File: src/rtl/axis_gap_pkg.sv
// Shared state encoding and default sizing for the AXIS inter-packet gap controller.
package axis_gap_pkg;

    localparam int unsigned DEF_NUM_CH      = 4;
    localparam int unsigned DEF_DELAY_WIDTH = 9;
    localparam int unsigned DEF_PKT_WIDTH   = 4;

    typedef enum logic [1:0] {
        ST_IDLE = 2'd0,
        ST_PKT  = 2'd1,
        ST_GAP  = 2'd2
    } gap_state_e;

endpackage

File: src/rtl/axis_gap_ch.sv
// Single-channel AXIS gap gate: closes the stream for a programmed number of
// cycles after every Nth packet (mode 0) or after a downstream ready drop (mode 1).
module axis_gap_ch
    import axis_gap_pkg::*;
#(
    parameter int unsigned DELAY_WIDTH = DEF_DELAY_WIDTH,
    parameter int unsigned PKT_WIDTH   = DEF_PKT_WIDTH
) (
    input  logic                   clk,
    input  logic                   reset,
    input  logic                   s_tvalid,
    input  logic                   s_tlast,
    output logic                   s_tready,
    output logic                   m_tvalid,
    input  logic                   m_tready,
    input  logic                   enable,
    input  logic                   mode,
    input  logic [DELAY_WIDTH-1:0] delay,
    input  logic [PKT_WIDTH-1:0]   pkt_per_gap,
    output logic                   active
);

    gap_state_e             state, state_nxt;
    logic [DELAY_WIDTH-1:0] gap_cnt, gap_cnt_nxt;
    logic [PKT_WIDTH-1:0]   pkt_cnt, pkt_cnt_nxt;
    logic                   rdy_q;

    logic                   gate_open_c;
    logic                   beat_c;
    logic                   trig_c;
    logic [PKT_WIDTH-1:0]   n_eff_c;
    logic [PKT_WIDTH-1:0]   pkt_cnt_inc_c;

    // The gate itself is combinational so an open channel adds no latency.
    assign gate_open_c   = (state != ST_GAP);
    assign s_tready      = m_tready & gate_open_c;
    assign m_tvalid      = s_tvalid & gate_open_c;
    assign active        = (state == ST_GAP);
    assign beat_c        = s_tvalid & s_tready;
    assign n_eff_c       = (pkt_per_gap == '0) ? PKT_WIDTH'(1) : pkt_per_gap;
    assign pkt_cnt_inc_c = PKT_WIDTH'(pkt_cnt + PKT_WIDTH'(1));

    always_ff @(posedge clk) begin
        if (reset) begin
            state   <= ST_IDLE;
            gap_cnt <= '0;
            pkt_cnt <= '0;
            rdy_q   <= 1'b0;
        end else begin
            state   <= state_nxt;
            gap_cnt <= gap_cnt_nxt;
            pkt_cnt <= pkt_cnt_nxt;
            rdy_q   <= m_tready;
        end
    end

    always_comb begin
        state_nxt   = state;
        gap_cnt_nxt = gap_cnt;
        pkt_cnt_nxt = pkt_cnt;
        trig_c      = 1'b0;
        if (!enable) begin
            state_nxt   = ST_IDLE;
            gap_cnt_nxt = '0;
            pkt_cnt_nxt = '0;
        end else if (state == ST_GAP) begin
            // Triggers are ignored here; the running gap is never extended.
            if (gap_cnt <= DELAY_WIDTH'(1)) begin
                state_nxt   = ST_IDLE;
                gap_cnt_nxt = '0;
            end else begin
                gap_cnt_nxt = gap_cnt - DELAY_WIDTH'(1);
            end
        end else begin
            if (mode) begin
                trig_c = rdy_q & ~m_tready;
            end else if (beat_c && s_tlast) begin
                if (pkt_cnt_inc_c == n_eff_c) begin
                    trig_c      = 1'b1;
                    pkt_cnt_nxt = '0;
                end else begin
                    pkt_cnt_nxt = pkt_cnt_inc_c;
                end
            end
            // A zero-length gap degenerates to a plain return to IDLE.
            if (trig_c) begin
                if (delay != '0) begin
                    state_nxt   = ST_GAP;
                    gap_cnt_nxt = delay;
                end else begin
                    state_nxt   = ST_IDLE;
                end
            end else if (beat_c) begin
                state_nxt = s_tlast ? ST_IDLE : ST_PKT;
            end
        end
    end

endmodule

File: src/rtl/axis_gap_ctrl.sv
// Multi-channel AXIS gap controller: NUM_CH independent gap gates sharing one clock.
module axis_gap_ctrl
    import axis_gap_pkg::*;
#(
    parameter int unsigned NUM_CH      = DEF_NUM_CH,
    parameter int unsigned DELAY_WIDTH = DEF_DELAY_WIDTH,
    parameter int unsigned PKT_WIDTH   = DEF_PKT_WIDTH
) (
    input  logic                          clk,
    input  logic                          reset,
    input  logic [NUM_CH-1:0]             s_tvalid,
    input  logic [NUM_CH-1:0]             s_tlast,
    output logic [NUM_CH-1:0]             s_tready,
    output logic [NUM_CH-1:0]             m_tvalid,
    input  logic [NUM_CH-1:0]             m_tready,
    input  logic [NUM_CH-1:0]             enable,
    input  logic [NUM_CH-1:0]             mode,
    input  logic [NUM_CH*DELAY_WIDTH-1:0] delay,
    input  logic [NUM_CH*PKT_WIDTH-1:0]   pkt_per_gap,
    output logic [NUM_CH-1:0]             active
);

    for (genvar i = 0; i < NUM_CH; i++) begin : g_ch
        axis_gap_ch #(
            .DELAY_WIDTH (DELAY_WIDTH),
            .PKT_WIDTH   (PKT_WIDTH)
        ) u_ch (
            .clk         (clk),
            .reset       (reset),
            .s_tvalid    (s_tvalid[i]),
            .s_tlast     (s_tlast[i]),
            .s_tready    (s_tready[i]),
            .m_tvalid    (m_tvalid[i]),
            .m_tready    (m_tready[i]),
            .enable      (enable[i]),
            .mode        (mode[i]),
            .delay       (delay[i*DELAY_WIDTH +: DELAY_WIDTH]),
            .pkt_per_gap (pkt_per_gap[i*PKT_WIDTH +: PKT_WIDTH]),
            .active      (active[i])
        );
    end

endmodule

File: config.mk
export PLATFORM = sky130hd
export DESIGN_NAME = axis_gap_ctrl
export DESIGN_NICKNAME = d
export VERILOG_FILES = /design/src/rtl/axis_gap_pkg.sv /design/src/rtl/axis_gap_ch.sv /design/src/rtl/axis_gap_ctrl.sv
export SDC_FILE = /design/constraint.sdc
export NUM_CORES = 1
export LEC_CHECK = 0
export ABC_AREA = 1
export ABC_CLOCK_PERIOD_IN_PS = 2900
export CAP_MARGIN = 5
export CORE_ASPECT_RATIO = 0.75
export CORE_MARGIN = 1.5
export CORE_UTILIZATION = 40
export DETAILED_ROUTE_END_ITERATION = 8
export PLACE_DENSITY = 0.74
export SYNTH_ARGS = -nofsm -noshare
export SYNTH_HDL_FRONTEND = slang
export SYNTH_SLANG_ARGS = --single-unit
File: constraint.sdc
create_clock -name clk -period 2.9 [get_ports clk]
set_input_delay 0.58 -clock clk [delete_from_list [all_inputs] [get_ports clk]]
set_output_delay 0.58 -clock clk [all_outputs]
set_load 0.02 [all_outputs]
==> results of run 1 <==
-- per-stage QoR --
stage	total power [mW]	std cells	setup slack (ns)	hold slack (ns)
after floorplan	1.13	733	1.29	0.440
after global placement	1.28	941	0.442	0.451
after detailed placement	1.28	941	0.438	0.456
after CTS	2.28	957	0.427	0.465
after global routing	2.36	957	0.383	0.482
final	2.25	957	0.434	0.461
-- cells by family (layout without fill, tap and decap cells) --
group	after synthesis	in the layout	synth area share
XOR/XNOR	27	27	0.0508
buffers and inverters	110	194	0.0984
AND/OR/NAND/NOR	421	421	0.431
adder cells (fa/ha/maj)	12	12	0.0323
AO/OA/AOI/OAI	99	99	0.112
flip-flops	64	64	0.275
-- routing by layer --
metal  track usage  vias up
met5             0        -
met4        0.0530        0
met3        0.0479       14
met2         0.308      124
met1         0.259     2143
li1              -     2551
-- final cells by class --
cell class / instances / area [µm²] / area share
multi-input combinational: 559 / 2910 / 0.498
sequential: 64 / 1280 / 0.219
timing repair buffer: 87 / 866 / 0.148
inverter: 91 / 342 / 0.0584
clock buffer: 14 / 254 / 0.0435
tap: 140 / 175 / 0.0300
clock inverter: 2 / 15.0 / 0.00257
-- power by group through the flow --
stage | clock network (mW) | logic (mW) | registers [mW]
after CTS | 1.01 | 0.365 | 0.903
after floorplan | 0 | 0.208 | 0.919
final | 0.981 | 0.364 | 0.903
after global placement | 0 | 0.360 | 0.921
after global routing | 1.04 | 0.407 | 0.904
after detailed placement | 0 | 0.363 | 0.921
-- critical path: cells and delay by family --
| kind | cells | cell delay, ns |
|---|---|---|
| AND/OR/NAND/NOR | 1 | 0.10 |
| buffers and inverters | 3 | 1.21 |
-- sequential cells by signal (all words and copies together) (netlist names) --
name               cells
g_ch.u_ch.state        8
g_ch.u_ch.rdy_q        4
g_ch.u_ch.gap_cnt     36
g_ch.u_ch.pkt_cnt     16
-- synthesized netlist by cell type (2+ instances only) --
cell type	number
sky130_fd_sc_hd__clkbuf_1	7
sky130_fd_sc_hd__o21bai_1	2
sky130_fd_sc_hd__nand2_1	209
sky130_fd_sc_hd__nor2_1	70
sky130_fd_sc_hd__nand2_4	7
sky130_fd_sc_hd__nand4_1	21
sky130_fd_sc_hd__nand2_2	2
sky130_fd_sc_hd__nand3_1	80
sky130_fd_sc_hd__nor3_4	4
sky130_fd_sc_hd__o21ai_0	20
sky130_fd_sc_hd__nand3b_1	6
sky130_fd_sc_hd__xnor2_1	8
sky130_fd_sc_hd__dfxtp_1	64
sky130_fd_sc_hd__and2_1	2
sky130_fd_sc_hd__o22ai_1	6
sky130_fd_sc_hd__a211oi_1	5
sky130_fd_sc_hd__ha_1	12
sky130_fd_sc_hd__inv_1	85
sky130_fd_sc_hd__xor2_1	19
sky130_fd_sc_hd__nand3_2	8
sky130_fd_sc_hd__a21oi_1	65
sky130_fd_sc_hd__buf_4	12
sky130_fd_sc_hd__nand3_4	5
sky130_fd_sc_hd__inv_2	5
sky130_fd_sc_hd__nor3_1	3
-- how the worst min path moves through the flow --
stage / cells after the start / slack (ns) / to / start
after global placement: 2 / 0.45 / g_ch[0].u_ch.gap_cnt[8]$_SDFFE_PP0P_ / g_ch[0].u_ch.gap_cnt[8]$_SDFFE_PP0P_
after CTS: 2 / 0.47 / g_ch[0].u_ch.gap_cnt[8]$_SDFFE_PP0P_ / g_ch[0].u_ch.gap_cnt[8]$_SDFFE_PP0P_
after floorplan: 2 / 0.44 / g_ch[0].u_ch.gap_cnt[8]$_SDFFE_PP0P_ / g_ch[0].u_ch.gap_cnt[8]$_SDFFE_PP0P_
after global routing: 2 / 0.48 / g_ch[2].u_ch.gap_cnt[8]$_SDFFE_PP0P_ / g_ch[2].u_ch.gap_cnt[8]$_SDFFE_PP0P_
final: 2 / 0.46 / g_ch[0].u_ch.gap_cnt[8]$_SDFFE_PP0P_ / g_ch[0].u_ch.gap_cnt[8]$_SDFFE_PP0P_
after detailed placement: 2 / 0.46 / g_ch[2].u_ch.gap_cnt[8]$_SDFFE_PP0P_ / g_ch[2].u_ch.gap_cnt[8]$_SDFFE_PP0P_
==> impl_metrics.prom, run 1 <==
# TYPE chip_impl_metric gauge
chip_impl_info{name="critical_path.startpoint",value="m_tready[3]"} 1
chip_impl_metric{name="number_of_gates_resized_after_cts",unit=""} 0
chip_impl_info{name="slowest_stage",value="sky130_fd_sc_hd__clkdlybuf4s50_1"} 1
chip_impl_metric{name="ys_warn_count",unit=""} 0
chip_impl_info{name="grt_setup_unrepaired",value="false"} 1
chip_impl_info{name="synth-main-ff-cell",value="sky130_fd_sc_hd__dfxtp_1"} 1
chip_impl_metric{name="maxSlewViolCount",unit=""} 0
chip_impl_metric{name="netlist_instances",unit=""} 733
chip_impl_metric{name="synth.lib_cells_used.distinct",unit=""} 31
chip_impl_metric{name="fmaxAchievable",unit="GHz"} 0.406
chip_impl_metric{name="part_of_the_power_in_the_clock_network",unit=""} 0.436
chip_impl_metric{name="crit_arrival",unit="ns"} 1.89
chip_impl_metric{name="internal-power",unit="mW"} 1.67
chip_impl_metric{name="placed_wire_length_estimate_after_detailed_placement",unit="mm"} 8.58
chip_impl_metric{name="gr-total-overflow",unit=""} 0
chip_impl_info{name="layout_commonest_cell",value="sky130_fd_sc_hd__nand2_1"} 1
chip_impl_metric{name="floorplan.initialDensity",unit=""} 0.419
chip_impl_info{name="post_synth_main_area_contributors",value="sky130_fd_sc_hd__dfxtp_1 28%, sky130_fd_sc_hd__nand2_1 17%, sky130_fd_sc_hd__nand3_1 8.6%, sky130_fd_sc_hd__a21oi_1 7.0%, sky130_fd_sc_hd__inv_1 6.9%"} 1
chip_impl_metric{name="path_max_fanout",unit=""} 4
chip_impl_metric{name="drt-met1-wl",unit="mm"} 5.68
chip_impl_metric{name="synth-seq-area-share",unit=""} 0.275
chip_impl_metric{name="final_area",unit="µm²"} 5850
chip_impl_metric{name="ios",unit=""} 86
chip_impl_info{name="synth_top_cell_by_area",value="sky130_fd_sc_hd__dfxtp_1"} 1
chip_impl_metric{name="post_synth.cell_area_avg",unit="µm²"} 6.35
chip_impl_info{name="outcome",value="complete, no violations"} 1
chip_impl_metric{name="floorplan.die_area",unit="µm²"} 12300
chip_impl_metric{name="detailedRoute.firstIterationViolations",unit=""} 280
chip_impl_info{name="critPathLaunchType",value="primary input"} 1
chip_impl_metric{name="post-cts-setup-buffer-count",unit=""} 0
chip_impl_metric{name="r2r_slack",unit="ns"} 1.02
chip_impl_metric{name="wire_per_inst",unit="µm"} 11.8
chip_impl_metric{name="postPlaceCellArea",unit="µm²"} 5580
chip_impl_info{name="critical_path.endpoint",value="s_tready[3]"} 1
chip_impl_metric{name="synthArstFlopShare",unit=""} 0
chip_impl_metric{name="cell_pwr_density",unit="nW/µm²"} 384
chip_impl_metric{name="critPathMaxStageDelay",unit="ns"} 0.61
chip_impl_info{name="most-common-layout-cells",value="209 x sky130_fd_sc_hd__nand2_1, 85 x sky130_fd_sc_hd__inv_1, 85 x sky130_fd_sc_hd__clkdlybuf4s50_1"} 1
chip_impl_metric{name="yosys_register_bits",unit=""} 64
chip_impl_metric{name="clkLatencyLatePin",unit="ns"} 0.33
chip_impl_metric{name="flow.area_growth_from_synthesis",unit="%"} 25.7
chip_impl_metric{name="maximum_number_of_pins_on_one_net_before_global_route_repair",unit=""} 17
chip_impl_metric{name="clkSinkCount",unit=""} 64
chip_impl_metric{name="placement_rows",unit=""} 33
chip_impl_metric{name="data_required_time_of_the_critical_path",unit="ns"} 2.32
chip_impl_metric{name="post_route_cells_drive_above_1_share",unit=""} 0.0575
chip_impl_metric{name="final.setup.tns",unit="ns"} 0
chip_impl_metric{name="worst_path_clk_slew",unit="ns"} 0.06
chip_impl_metric{name="post-route-util",unit=""} 0.526
chip_impl_metric{name="relSlewSlack",unit=""} 0.626
chip_impl_metric{name="dr_wl_met2",unit="mm"} 4.81
chip_impl_metric{name="clockBufferDepth",unit=""} 2
chip_impl_metric{name="number_of_detailed_routing_iterations_run_before_antenna_repair",unit=""} 5
chip_impl_info{name="critical_path.endpoint_type",value="output port"} 1
chip_impl_metric{name="fin_worst_skew",unit="ns"} 0.0102
chip_impl_metric{name="route.vias.total",unit=""} 4832
chip_impl_metric{name="synthDominantCellAreaShare",unit=""} 0.275
chip_impl_metric{name="worst-slew-pin-transition",unit="ns"} 0.559
chip_impl_metric{name="ir_drop",unit="µV"} 244
chip_impl_metric{name="nNetsFinal",unit=""} 898
chip_impl_metric{name="postSynthNetCount",unit=""} 819
chip_impl_metric{name="cts_hold_buffers",unit=""} 0
chip_impl_metric{name="p_leak",unit="nW"} 2.49
chip_impl_metric{name="port-buffer-count",unit=""} 85
chip_impl_metric{name="combPwrFrac",unit=""} 0.162
chip_impl_metric{name="layout_worst_path_cycle_share",unit=""} 0.850
chip_impl_metric{name="finalSetupViolCount",unit=""} 0
chip_impl_metric{name="total_switching_power",unit="mW"} 0.573
chip_impl_metric{name="drt-vias-per-instance",unit=""} 5.05
chip_impl_metric{name="ant_nets",unit=""} 0
chip_impl_info{name="worst_setup_path_type",value="primary input to output port"} 1
chip_impl_metric{name="detailroute.wirelength.met3",unit="µm"} 685
chip_impl_metric{name="residual_drc",unit=""} 0
chip_impl_metric{name="gp_congestion",unit=""} 0.878
chip_impl_info{name="crit-reg2reg-capture",value="g_ch[2].u_ch.gap_cnt[0]$_SDFFE_PP0P_"} 1
chip_impl_metric{name="r2r.worst_path.cells",unit=""} 9
chip_impl_metric{name="antenna_cells",unit=""} 0
chip_impl_metric{name="fillCellCount",unit=""} 1139
chip_impl_metric{name="count_of_endpoints_failing_hold_in_the_final_timing_report",unit=""} 0
chip_impl_metric{name="via_count_of_the_first_global_routing_pass",unit=""} 4305
chip_impl_info{name="routed.top_layer",value="met4"} 1
chip_impl_metric{name="drt_wl_total",unit="mm"} 11.3
chip_impl_info{name="r2r_start",value="g_ch[2].u_ch.pkt_cnt[0]$_SDFFE_PP0P_"} 1
chip_impl_info{name="clockRootBuffer",value="sky130_fd_sc_hd__clkbuf_16"} 1
chip_impl_metric{name="synth-edff-count",unit=""} 0
chip_impl_info{name="min-delay-path-class",value="flop to flop"} 1
chip_impl_info{name="timing.critical_path.mode_cell",value="sky130_fd_sc_hd__clkdlybuf4s50_1"} 1
chip_impl_metric{name="global_route.usage.total",unit=""} 0.192
chip_impl_info{name="cts_tree",value="built"} 1
chip_impl_metric{name="finalCriticalPeriod",unit="ns"} 2.47
chip_impl_metric{name="first_pass_grt_wire_length",unit="mm"} 19.3
chip_impl_metric{name="share_seq_of_total_power",unit=""} 0.402
chip_impl_metric{name="drv.max_cap_violation_count",unit=""} 0
chip_impl_metric{name="cts.htree.levels",unit=""} 3
chip_impl_info{name="crit_chain",value="clkdlybuf4s50_1 > inv_1 > nor2_1 > clkdlybuf4s50_1"} 1
chip_impl_metric{name="grt_antenna_before_repair",unit=""} 0
chip_impl_metric{name="chipWidth",unit="µm"} 128
chip_impl_metric{name="synthesis.area",unit="µm²"} 4650
chip_impl_metric{name="core_area",unit="µm²"} 11100
chip_impl_metric{name="total_cts_buffers",unit=""} 9
chip_impl_metric{name="sw_frac_of_total",unit=""} 0.255
chip_impl_metric{name="die_h",unit="µm"} 96.4
(Power assumes the default switching activity.)
==> run 2, diff against run 1 <==
--- a/config.mk
+++ b/config.mk
@@ -13,6 +13,7 @@
 export CORE_UTILIZATION = 40
 export DETAILED_ROUTE_END_ITERATION = 8
 export PLACE_DENSITY = 0.74
+export SKIP_CTS_REPAIR_TIMING = 1
 export SYNTH_ARGS = -nofsm -noshare
 export SYNTH_HDL_FRONTEND = slang
 export SYNTH_SLANG_ARGS = --single-unit
==> results of run 2 <==
The final DEF is identical to that of run 1; final timing and power are the same.
==> run 3, diff against run 2 <==
--- a/config.mk
+++ b/config.mk
@@ -5,14 +5,13 @@
 export SDC_FILE = /design/constraint.sdc
 export NUM_CORES = 1
 export LEC_CHECK = 0
-export ABC_AREA = 1
 export ABC_CLOCK_PERIOD_IN_PS = 2900
 export CAP_MARGIN = 5
 export CORE_ASPECT_RATIO = 0.75
 export CORE_MARGIN = 1.5
 export CORE_UTILIZATION = 40
 export DETAILED_ROUTE_END_ITERATION = 8
-export PLACE_DENSITY = 0.74
+export PLACE_DENSITY = 0.75
 export SKIP_CTS_REPAIR_TIMING = 1
 export SYNTH_ARGS = -nofsm -noshare
 export SYNTH_HDL_FRONTEND = slang
==> impl_metrics.prom, run 3 <==
# TYPE chip_impl_metric gauge
chip_impl_metric{name="clockBufferDepth",unit=""} 2
chip_impl_metric{name="crit_arrival",unit="ns"} 2.73
chip_impl_metric{name="synth.lib_cells_used.distinct",unit=""} 59
chip_impl_info{name="synth_top_cell_by_area",value="sky130_fd_sc_hd__dfxtp_1"} 1
chip_impl_metric{name="simple_gate_share_of_the_synthesized_area",unit=""} 0.313
chip_impl_metric{name="ant_nets",unit=""} 0
chip_impl_metric{name="synthesized_area_fraction_occupied_by_ao_oa_aoi_and_oai_cells",unit=""} 0.211
chip_impl_info{name="crit-reg2reg-capture",value="g_ch[1].u_ch.gap_cnt[4]$_SDFFE_PP0P_"} 1
chip_impl_metric{name="port-buffer-count",unit=""} 85
chip_impl_metric{name="yosys_register_bits",unit=""} 64
chip_impl_metric{name="global_route.usage.total",unit=""} 0.200
chip_impl_metric{name="drt-vias-per-instance",unit=""} 5.70
chip_impl_metric{name="synth_xor_xnor_area_share",unit=""} 0.0619
chip_impl_info{name="cts_tree",value="built"} 1
chip_impl_metric{name="grt_antenna_before_repair",unit=""} 0
chip_impl_metric{name="chipWidth",unit="µm"} 120
chip_impl_info{name="post_synth_main_area_contributors",value="sky130_fd_sc_hd__dfxtp_1 31%, sky130_fd_sc_hd__nor2_1 6.1%, sky130_fd_sc_hd__xnor2_1 4.3%, sky130_fd_sc_hd__a21oi_1 3.9%, sky130_fd_sc_hd__nand2_1 3.8%"} 1
chip_impl_metric{name="post_synth.cell_area_avg",unit="µm²"} 7.83
chip_impl_metric{name="count_of_endpoints_failing_hold_in_the_final_timing_report",unit=""} 0
chip_impl_metric{name="fmaxAchievable",unit="GHz"} 0.398
chip_impl_metric{name="share_seq_of_total_power",unit=""} 0.379
chip_impl_metric{name="floorplan.die_area",unit="µm²"} 10900
chip_impl_metric{name="detailedRoute.firstIterationViolations",unit=""} 392
chip_impl_metric{name="combPwrFrac",unit=""} 0.134
chip_impl_info{name="grt_setup_unrepaired",value="false"} 1
chip_impl_metric{name="maximum_number_of_pins_on_one_net_before_global_route_repair",unit=""} 13
chip_impl_metric{name="drv.max_cap_violation_count",unit=""} 0
chip_impl_metric{name="finalCriticalPeriod",unit="ns"} 2.51
chip_impl_metric{name="sw_frac_of_total",unit=""} 0.227
chip_impl_metric{name="part_of_the_power_in_the_clock_network",unit=""} 0.487
chip_impl_info{name="synth-main-ff-cell",value="sky130_fd_sc_hd__dfxtp_1"} 1
chip_impl_metric{name="ir_drop",unit="µV"} 242
chip_impl_info{name="yosys.cell_count.top_type",value="sky130_fd_sc_hd__nor2_1"} 1
chip_impl_metric{name="muxShareOfSynthArea",unit=""} 0.0219
chip_impl_metric{name="total_cts_buffers",unit=""} 9
chip_impl_info{name="clockRootBuffer",value="sky130_fd_sc_hd__clkbuf_16"} 1
chip_impl_metric{name="gr-total-overflow",unit=""} 0
chip_impl_metric{name="post_route_cells_drive_above_1_share",unit=""} 0.0700
chip_impl_info{name="outcome",value="complete, no violations"} 1
chip_impl_metric{name="internal-power",unit="mW"} 1.84
chip_impl_metric{name="cell_pwr_density",unit="nW/µm²"} 441
chip_impl_metric{name="r2r_slack",unit="ns"} 0.39
chip_impl_metric{name="clkLatencyLatePin",unit="ns"} 0.32
chip_impl_metric{name="ys_warn_count",unit=""} 0
chip_impl_metric{name="nNetsFinal",unit=""} 695
chip_impl_metric{name="cts.htree.levels",unit=""} 3
chip_impl_metric{name="drt_wl_total",unit="mm"} 10.9
chip_impl_metric{name="netlist_instances",unit=""} 524
chip_impl_metric{name="layout_worst_path_cycle_share",unit=""} 0.866
chip_impl_info{name="critical_path.endpoint",value="g_ch[1].u_ch.gap_cnt[4]$_SDFFE_PP0P_"} 1
chip_impl_metric{name="synth-edff-count",unit=""} 0
chip_impl_metric{name="floorplan.initialDensity",unit=""} 0.418
chip_impl_metric{name="placement_rows",unit=""} 31
chip_impl_metric{name="core_area",unit="µm²"} 9810
chip_impl_metric{name="residual_drc",unit=""} 0
chip_impl_metric{name="synthArstFlopShare",unit=""} 0
chip_impl_metric{name="hold_depth",unit=""} 2
chip_impl_metric{name="gp_congestion",unit=""} 0.895
chip_impl_metric{name="path_max_fanout",unit=""} 6
chip_impl_info{name="largest_family_of_logic_cells_by_synthesized_area",value="simple AND/OR/NAND/NOR gates"} 1
chip_impl_metric{name="die_h",unit="µm"} 90.7
chip_impl_metric{name="r2r.worst_path.cells",unit=""} 8
chip_impl_info{name="critical_path.startpoint",value="g_ch[1].u_ch.pkt_cnt[0]$_SDFFE_PP0P_"} 1
chip_impl_metric{name="maxSlewViolCount",unit=""} 0
chip_impl_metric{name="synthDominantCellAreaShare",unit=""} 0.312
chip_impl_metric{name="first_pass_grt_wire_length",unit="mm"} 18.2
chip_impl_metric{name="total_switching_power",unit="mW"} 0.542
chip_impl_metric{name="fillCellCount",unit=""} 912
chip_impl_metric{name="ios",unit=""} 86
chip_impl_metric{name="antenna_cells",unit=""} 0
chip_impl_metric{name="number_of_detailed_routing_iterations_run_before_antenna_repair",unit=""} 5
chip_impl_info{name="critPathLaunchType",value="flop"} 1
chip_impl_info{name="largest_regs",value="g_ch.u_ch.gap_cnt: 36 flops, g_ch.u_ch.pkt_cnt: 16 flops, g_ch.u_ch.state: 8 flops"} 1
chip_impl_info{name="worst_setup_path_type",value="flop to flop"} 1
chip_impl_metric{name="worst_path_clk_slew",unit="ns"} 0.06
chip_impl_metric{name="final.setup.tns",unit="ns"} 0
chip_impl_metric{name="finalSetupViolCount",unit=""} 0
chip_impl_metric{name="route.vias.total",unit=""} 4249
chip_impl_metric{name="via_count_of_the_first_global_routing_pass",unit=""} 3945
chip_impl_metric{name="worst-slew-pin-transition",unit="ns"} 0.633
chip_impl_metric{name="largest_reg_flops",unit=""} 36
chip_impl_metric{name="p_leak",unit="nW"} 2.06
chip_impl_metric{name="clkSinkCount",unit=""} 64
chip_impl_info{name="min-delay-path-class",value="flop to flop"} 1
chip_impl_metric{name="flow.area_growth_from_synthesis",unit="%"} 31.5
chip_impl_metric{name="postSynthNetCount",unit=""} 610
chip_impl_info{name="critical_path.endpoint_type",value="flop"} 1
chip_impl_info{name="largest-register",value="g_ch.u_ch.gap_cnt"} 1
chip_impl_metric{name="wire_per_inst",unit="µm"} 14.6
chip_impl_metric{name="post-route-util",unit=""} 0.550
chip_impl_metric{name="synth_adder_area_share",unit=""} 0.0366
chip_impl_metric{name="synthesis.area",unit="µm²"} 4110
chip_impl_metric{name="relSlewSlack",unit=""} 0.574
chip_impl_metric{name="placed_wire_length_estimate_after_detailed_placement",unit="mm"} 8.34
chip_impl_info{name="r2r_start",value="g_ch[1].u_ch.pkt_cnt[0]$_SDFFE_PP0P_"} 1
chip_impl_info{name="most-common-layout-cells",value="85 x sky130_fd_sc_hd__clkdlybuf4s50_1, 67 x sky130_fd_sc_hd__nor2_1, 64 x sky130_fd_sc_hd__dfxtp_1"} 1
chip_impl_info{name="post_synth_most_frequent_cells",value="67 x sky130_fd_sc_hd__nor2_1, 64 x sky130_fd_sc_hd__dfxtp_1, 42 x sky130_fd_sc_hd__nand2_1"} 1
chip_impl_metric{name="fin_worst_skew",unit="ns"} 0.00593
chip_impl_metric{name="synth-seq-area-share",unit=""} 0.312
chip_impl_info{name="layout_commonest_cell",value="sky130_fd_sc_hd__clkdlybuf4s50_1"} 1
chip_impl_metric{name="data_required_time_of_the_critical_path",unit="ns"} 3.12
[run 3: layout make-up]
class | count | area [µm²] | share of cell area
Inverter | 14 | 52.6 | 0.00974
Timing Repair Buffer | 96 | 933 | 0.173
Clock inverter | 5 | 80.1 | 0.0148
Tap cell | 132 | 165 | 0.0306
Clock buffer | 11 | 243 | 0.0450
Sequential cell | 64 | 1280 | 0.237
Multi-Input combinational cell | 424 | 2640 | 0.490
[run 3: worst min path at each step]
| stage | end | slack [ns] | startpoint |
|---|---|---|---|
| finish | g_ch[3].u_ch.pkt_cnt[1]$_SDFFE_PP0P_ | 0.49 | g_ch[3].u_ch.pkt_cnt[1]$_SDFFE_PP0P_ |
| global route | g_ch[3].u_ch.pkt_cnt[1]$_SDFFE_PP0P_ | 0.50 | g_ch[3].u_ch.pkt_cnt[1]$_SDFFE_PP0P_ |
| CTS | g_ch[3].u_ch.pkt_cnt[1]$_SDFFE_PP0P_ | 0.49 | g_ch[3].u_ch.pkt_cnt[1]$_SDFFE_PP0P_ |
| detailed placement | g_ch[3].u_ch.pkt_cnt[1]$_SDFFE_PP0P_ | 0.48 | g_ch[3].u_ch.pkt_cnt[1]$_SDFFE_PP0P_ |
| global placement | g_ch[2].u_ch.state[1]$_SDFFE_PP0P_ | 0.46 | g_ch[2].u_ch.state[1]$_SDFFE_PP0P_ |
| floorplan | g_ch[3].u_ch.pkt_cnt[1]$_SDFFE_PP0P_ | 0.45 | g_ch[3].u_ch.pkt_cnt[1]$_SDFFE_PP0P_ |
[run 3: kinds of logic after synthesis]
group	count (synthesis)
muxes	9
DFF	64
and+or+nand+nor	246
xor gates and xnor gates	29
AOI/OAI and AO/OA	128
buffers and inverters	36
adders and majority gates	12
[run 3: layer usage]
metal	vias to the layer above	part of all wire	global-route usage
li1	2095	-	-
met5	-	0	0
met3	14	0.062	0.0455
met2	162	0.44	0.312
met1	1978	0.49	0.278
met4	0	0.0097	0.0536
[run 3: worst max-delay path, cell delays in order, from the launching register on]
cell,delay (ns)
sky130_fd_sc_hd__dfxtp_1,0.44
sky130_fd_sc_hd__ha_1,0.33
sky130_fd_sc_hd__or2_2,0.30
sky130_fd_sc_hd__o21a_1,0.17
sky130_fd_sc_hd__o211ai_1,0.32
sky130_fd_sc_hd__a21bo_1,0.21
sky130_fd_sc_hd__nor2b_1,0.41
sky130_fd_sc_hd__nand2_1,0.10
sky130_fd_sc_hd__o311ai_0,0.11
[run 3: through the flow]
| step | instance area, µm² | setup slack, ns | cells | power (mW) | hold WS [ns] |
|---|---|---|---|---|---|
| detailed placement | 5070 | 0.161 | 730 | 1.24 | 0.481 |
| finish | 5400 | 0.389 | 746 | 2.38 | 0.490 |
| floorplan | 4110 | 0.691 | 524 | 1.07 | 0.449 |
| global route | 5400 | 0.109 | 746 | 2.48 | 0.498 |
| global placement | 5070 | 0.234 | 730 | 1.23 | 0.464 |
| CTS | 5400 | 0.421 | 746 | 2.40 | 0.488 |
[run 3: power groups by stage]
| stage | Sequential [mW] | Combinational [mW] | Clock, mW |
|---|---|---|---|
| after floorplan | 0.918 | 0.154 | 0 |
| after CTS | 0.902 | 0.318 | 1.18 |
| final | 0.902 | 0.319 | 1.16 |
| after global routing | 0.903 | 0.348 | 1.23 |
| after detailed placement | 0.920 | 0.315 | 0 |
| after global placement | 0.920 | 0.310 | 0 |
